===== config.mk =====
export PLATFORM = sky130hd
export DESIGN_NAME = div_unit
export DESIGN_NICKNAME = d
export VERILOG_FILES = /design/src/rtl/tartaruga_pkg.sv /design/src/rtl/div_unit.sv
export SDC_FILE = /design/constraint.sdc
export NUM_CORES = 1
export LEC_CHECK = 0
export CAP_MARGIN = 30
export CORE_UTILIZATION = 28
export CTS_BUF_LIST = sky130_fd_sc_hd__clkbuf_8 sky130_fd_sc_hd__clkbuf_16
export DETAILED_ROUTE_END_ITERATION = 10
export GPL_TIMING_DRIVEN = 0
export PLACE_DENSITY = 0.52
export SYNTH_ARGS = -nofsm -noshare
export SYNTH_HDL_FRONTEND = slang
export SYNTH_SLANG_ARGS = --single-unit

===== constraint.sdc =====
create_clock -name clk_i -period 7.48 [get_ports clk_i]
set_input_delay 1.122 -clock clk_i [delete_from_list [all_inputs] [get_ports clk_i]]
set_output_delay 1.122 -clock clk_i [all_outputs]
set_load 0.1 [all_outputs]

===== src/rtl/tartaruga_pkg.sv =====
// Shared types and constants for the tartaruga execute-stage units.
package tartaruga_pkg;

  typedef enum logic [1:0] {DIV_OP, DIVU_OP, REM_OP, REMU_OP} div_op_t;

  typedef enum logic [1:0] {DIV_IDLE, DIV_CALC, DIV_DONE} div_state_t;

  localparam int unsigned DIV_ITERS = 32;
  localparam logic [31:0] INT32_MIN = 32'h8000_0000;

endpackage


===== src/rtl/div_unit.sv =====
// Iterative radix-2 restoring divider for DIV/DIVU/REM/REMU; blocking, valid/ready handshake.
module div_unit
  import tartaruga_pkg::*;
(
  input  logic        clk_i,
  input  logic        rstn_i,
  input  logic        valid_i,
  input  div_op_t     op_i,
  input  logic [31:0] data_rs1_i,
  input  logic [31:0] data_rs2_i,
  input  logic        kill_i,
  output logic        ready_o,
  output logic        valid_o,
  output logic [31:0] data_rd_o
);

  localparam logic [4:0] LAST_ITER = 5'(DIV_ITERS - 1);

  div_state_t  state_q, state_d;
  div_op_t     op_q, op_d;
  logic [31:0] dvd_q, dvd_d;   // dividend, shifts out while quotient bits shift in
  logic [31:0] dvs_q, dvs_d;
  logic [31:0] rem_q, rem_d;
  logic [4:0]  cnt_q, cnt_d;
  logic        neg_quo_q, neg_quo_d;
  logic        neg_rem_q, neg_rem_d;
  logic [31:0] data_rd_q, data_rd_d;
  logic        valid_q, valid_d;

  logic        is_signed;
  logic [63:0] step;
  logic [31:0] res_raw;
  logic        res_neg;

  // One restoring step: returns {next remainder, next dividend/quotient}.
  function automatic logic [63:0] div_step(logic [31:0] rem, logic [31:0] dvd, logic [31:0] dvs);
    logic [31:0] rem_sh;
    logic [32:0] diff;
    rem_sh = {rem[30:0], dvd[31]};
    diff   = {1'b0, rem_sh} - {1'b0, dvs};
    if (!diff[32]) return {diff[31:0], dvd[30:0], 1'b1};
    else           return {rem_sh, dvd[30:0], 1'b0};
  endfunction

  always_comb begin
    state_d   = state_q;
    op_d      = op_q;
    dvd_d     = dvd_q;
    dvs_d     = dvs_q;
    rem_d     = rem_q;
    cnt_d     = cnt_q;
    neg_quo_d = neg_quo_q;
    neg_rem_d = neg_rem_q;
    data_rd_d = data_rd_q;
    valid_d   = 1'b0;

    is_signed = (op_i == DIV_OP) || (op_i == REM_OP);
    step      = div_step(rem_q, dvd_q, dvs_q);
    res_raw   = ((op_q == DIV_OP) || (op_q == DIVU_OP)) ? dvd_q : rem_q;
    res_neg   = ((op_q == DIV_OP) || (op_q == DIVU_OP)) ? neg_quo_q : neg_rem_q;

    unique case (state_q)
      DIV_IDLE: begin
        if (valid_i && !kill_i) begin
          op_d      = op_i;
          cnt_d     = 5'd0;
          rem_d     = 32'd0;
          dvd_d     = (is_signed && data_rs1_i[31]) ? -data_rs1_i : data_rs1_i;
          dvs_d     = (is_signed && data_rs2_i[31]) ? -data_rs2_i : data_rs2_i;
          neg_quo_d = is_signed && (data_rs1_i[31] ^ data_rs2_i[31]);
          neg_rem_d = is_signed && data_rs1_i[31];
          state_d   = DIV_CALC;
          // Special cases preload the final quotient/remainder and skip iteration.
          if (data_rs2_i == 32'd0) begin
            dvd_d     = 32'hFFFF_FFFF;
            rem_d     = data_rs1_i;
            neg_quo_d = 1'b0;
            neg_rem_d = 1'b0;
            state_d   = DIV_DONE;
          end else if (is_signed && data_rs1_i == INT32_MIN && data_rs2_i == 32'hFFFF_FFFF) begin
            dvd_d     = INT32_MIN;
            rem_d     = 32'd0;
            neg_quo_d = 1'b0;
            neg_rem_d = 1'b0;
            state_d   = DIV_DONE;
          end
        end
      end
      DIV_CALC: begin
        {rem_d, dvd_d} = step;
        cnt_d          = cnt_q + 5'd1;
        if (cnt_q == LAST_ITER) state_d = DIV_DONE;
      end
      DIV_DONE: begin
        data_rd_d = res_neg ? -res_raw : res_raw;
        valid_d   = 1'b1;
        state_d   = DIV_IDLE;
      end
      default: state_d = DIV_IDLE;
    endcase

    if (kill_i) begin
      state_d   = DIV_IDLE;
      valid_d   = 1'b0;
      data_rd_d = data_rd_q;
    end
  end

  always_ff @(posedge clk_i or negedge rstn_i) begin
    if (!rstn_i) begin
      state_q   <= DIV_IDLE;
      op_q      <= DIV_OP;
      dvd_q     <= 32'd0;
      dvs_q     <= 32'd0;
      rem_q     <= 32'd0;
      cnt_q     <= 5'd0;
      neg_quo_q <= 1'b0;
      neg_rem_q <= 1'b0;
      data_rd_q <= 32'd0;
      valid_q   <= 1'b0;
    end else begin
      state_q   <= state_d;
      op_q      <= op_d;
      dvd_q     <= dvd_d;
      dvs_q     <= dvs_d;
      rem_q     <= rem_d;
      cnt_q     <= cnt_d;
      neg_quo_q <= neg_quo_d;
      neg_rem_q <= neg_rem_d;
      data_rd_q <= data_rd_d;
      valid_q   <= valid_d;
    end
  end

  assign ready_o   = (state_q == DIV_IDLE);
  assign valid_o   = valid_q;
  assign data_rd_o = data_rd_q;

endmodule


==> impl_metrics.ini <==
[run_status]
outcome = complete, no violations

[place]
place_hpwl_um = 29160
port_buffers = 102
place_congestion = 0.9421
dpl_cell_area_um2 = 12050
place_ws_ns = 2.813
dp_cells = 1861

[setup_path]
cp_max_fo = 10
end_kind = flop
regToRegSetupSlack_ns = 3.09
critPathMostFrequentCell = buf_2
cp_slowest_cell = or4_1
worstPathRequired_ns = 7.78
critical-path-max-stage-delay_ns = 0.58
cp.arrival_ns = 4.69
critPathLaunchType = flop
worst-setup-path-type = reg2reg
path_cells = buf_4 > buf_6 > buf_2 > buf_2 > buf_2 > buf_2 > mux2i_1 > ha_1 > nand3_1 > or4_1 > nor3b_2 > and3_1 > a21oi_1 > xor2_1 > o21ai_1

[clock_tree]
post_cts_resized = 0
cts.sinks = 139
root_buffer = clkbuf_16
clk_pin_slew_ns = 0.07
htree_levels = 4
postCtsSetupBuffers = 0
ctsLongestPathBuffers = 2
cts_made_buffers = 17
holdBufCountCts = 0
clk_latency_ns = 0.43
cts_tree = done

[sta]
setup_violations = 0
fin_ws_ns = 3.089
rsz0062_at_grt = false
min_period_ns = 4.391
drv_slew = 0
timing.hold.ws_ns = 0.4767
worst_pin_slew_ns = 0.9899
final.setup_skew_ns = 0.01577
hold_viol_final = 0
min_period_over_period = 0.5871
max_freq_mhz = 227.7
slew-limit-headroom = 0.3212

[synthesis]
async_flop_share = 1.000
syn_area_per_cell_um2 = 8.075
yosys_most_used_dff = dfrtp_1
synth_nets = 1397
synth_area_leaders = dfrtp_1 (33%), o21ai_0 (7.5%), nand2_1 (6.5%)
yosysUniqueCellTypes = 76
syn-instance-count = 1288
synth-edff-count = 0
synth_top_area_cell = dfrtp_1
ys_warn_count = 0
yosysSeqAreaShare = 0.3345
syn-cell-area_um2 = 10400
synth-seq-cells = 139
synth_top_area_frac = 0.3345

[hold_path]
hp-class = reg2reg

[floorplan]
dieArea_um2 = 37920
dieWidth_um = 194.7
fp-row-count = 70
core_area_um2 = 36610
initial_utilization = 0.2841
die_h_um = 194.7
io_pins = 104

[layout]
final_area_um2 = 12630
syn_to_final_growth_pct = 21.48
drive_above_1_share = 0.04982
layoutNonFillerInstCount = 1893
num_antenna_cells = 0
nets = 1521
n_fill_cell = 3923

[flow_run]
maxCapViolations = 0

[pwr]
p_leak_uw = 0.005196
ir_worst_vdd_uv = 125.8
power_uw = 4437
powerDensity_nw_per_um2 = 351.2

[global_routing]
antenna_found_initial = 0
first_global_vias = 9584
grtUsageTotal = 0.1919
grt_pass1_wl_um = 55820
gr-total-overflow = 0
grt_start_max_net_pins = 79

[detailed_routing]
routedWlPerCell_um = 19.15
ant_nets = 0
dr.pass1.iters = 5
first_iter_violations = 474
routed_wl_um = 36250
via_count = 9832
drc = 0
detail_route.vias_per_cell = 5.194
final timing paths:
kind	depth (start not counted)	to	from
min in group asynchronous	1	data_rd_o[28]$_DFFE_PN0P_	rstn_i
hold / removal	2	data_rd_o[21]$_DFFE_PN0P_	data_rd_o[21]$_DFFE_PN0P_
hold reg to reg	2	data_rd_o[21]$_DFFE_PN0P_	data_rd_o[21]$_DFFE_PN0P_
setup reg to reg	15	data_rd_o[30]$_DFFE_PN0P_	op_q[1]$_DFFE_PN0P_
max in group asynchronous	2	rem_q[0]$_DFFE_PN0P_	rstn_i
setup / recovery	15	data_rd_o[30]$_DFFE_PN0P_	op_q[1]$_DFFE_PN0P_
metrics by stage:
stage	setup TNS, ns	utilization
floorplan	0	-
global placement	-87.50	0.3280
detailed placement	0	0.3290
CTS	0	0.3451
global route	0	0.3451
finish	0	0.3451
cells by family (layout without fill, tap and decap cells):
family          Yosys count  count (layout)  share of synthesized area
mux                      43              43                    0.04235
buf+inv                 118             255                    0.04451
simple gates            440             440                     0.2052
compound gates          400             400                     0.2340
flops                   139             139                     0.3345
fa+ha+maj                39              39                    0.04764
xor+xnor                109             109                    0.09180
report_power, final:
group	internal [uW]	switching, uW	total [uW]
Clock	498	364	861
Sequential	953	298	1250
Combinational	928	1400	2330
Total	2380	2060	4440
worst max-delay path, delay by kind of cell, from the launching register on:
family | cells | cell delay [ns]
flops | 1 | 0.32
simple gates | 4 | 1.33
fa+ha+maj | 1 | 0.27
compound gates | 2 | 0.17
buf+inv | 6 | 1.63
xor+xnor | 1 | 0.20
mux | 1 | 0.35
Yosys cell counts (28+ instances only):
cell type	count
ha_1	38
inv_1	42
mux2i_1	37
a21oi_1	68
xnor2_1	58
clkbuf_1	65
xor2_1	51
nand2_1	181
nor2_1	86
dfrtp_1	139
o21ai_0	156
and3_1	28
sequential cells by signal, summed over array words and instances (netlist names):
| signal | count |
|---|---|
| data_rd_o | 32 |
| valid_o | 1 |
| op_q | 1 |
| state_q | 2 |
| dvd_q | 32 |
| cnt_q | 5 |
| dvs_q | 32 |
| rem_q | 32 |
| neg_quo_q | 1 |
| neg_rem_q | 1 |
area by class of cell:
cell class	instances	area, um2	share of cell area
Buffer	76	305.3	0.02417
Clock buffer	17	425.4	0.03367
Clock inverter	15	162.7	0.01288
Inverter	42	157.7	0.01248
Multi-Input combinational cell	1031	6459	0.5112
Sequential cell	139	3478	0.2753
Tap cell	468	585.6	0.04635
Timing Repair Buffer	105	1060	0.08389
per-layer routing:
layer	part of all wire	track usage
met5	0	0
met2	0.46	0.3163
met1	0.46	0.2576
met3	0.051	0.02985
met4	0.022	0.05673
cell usage in the layout, fill, tap and decap left out, types with 28 or more instances in the layout:
master	Yosys	final
xnor2_1	58	58
xor2_1	51	51
a21oi_1	68	68
dfrtp_1	139	139
mux2i_1	37	37
ha_1	38	38
inv_1	42	42
clkdlybuf4s50_1	0	101
and3_1	28	28
nand2_1	181	181
o21ai_0	156	156
clkbuf_1	65	65
nor2_1	86	86
(Power assumes the default switching activity.)
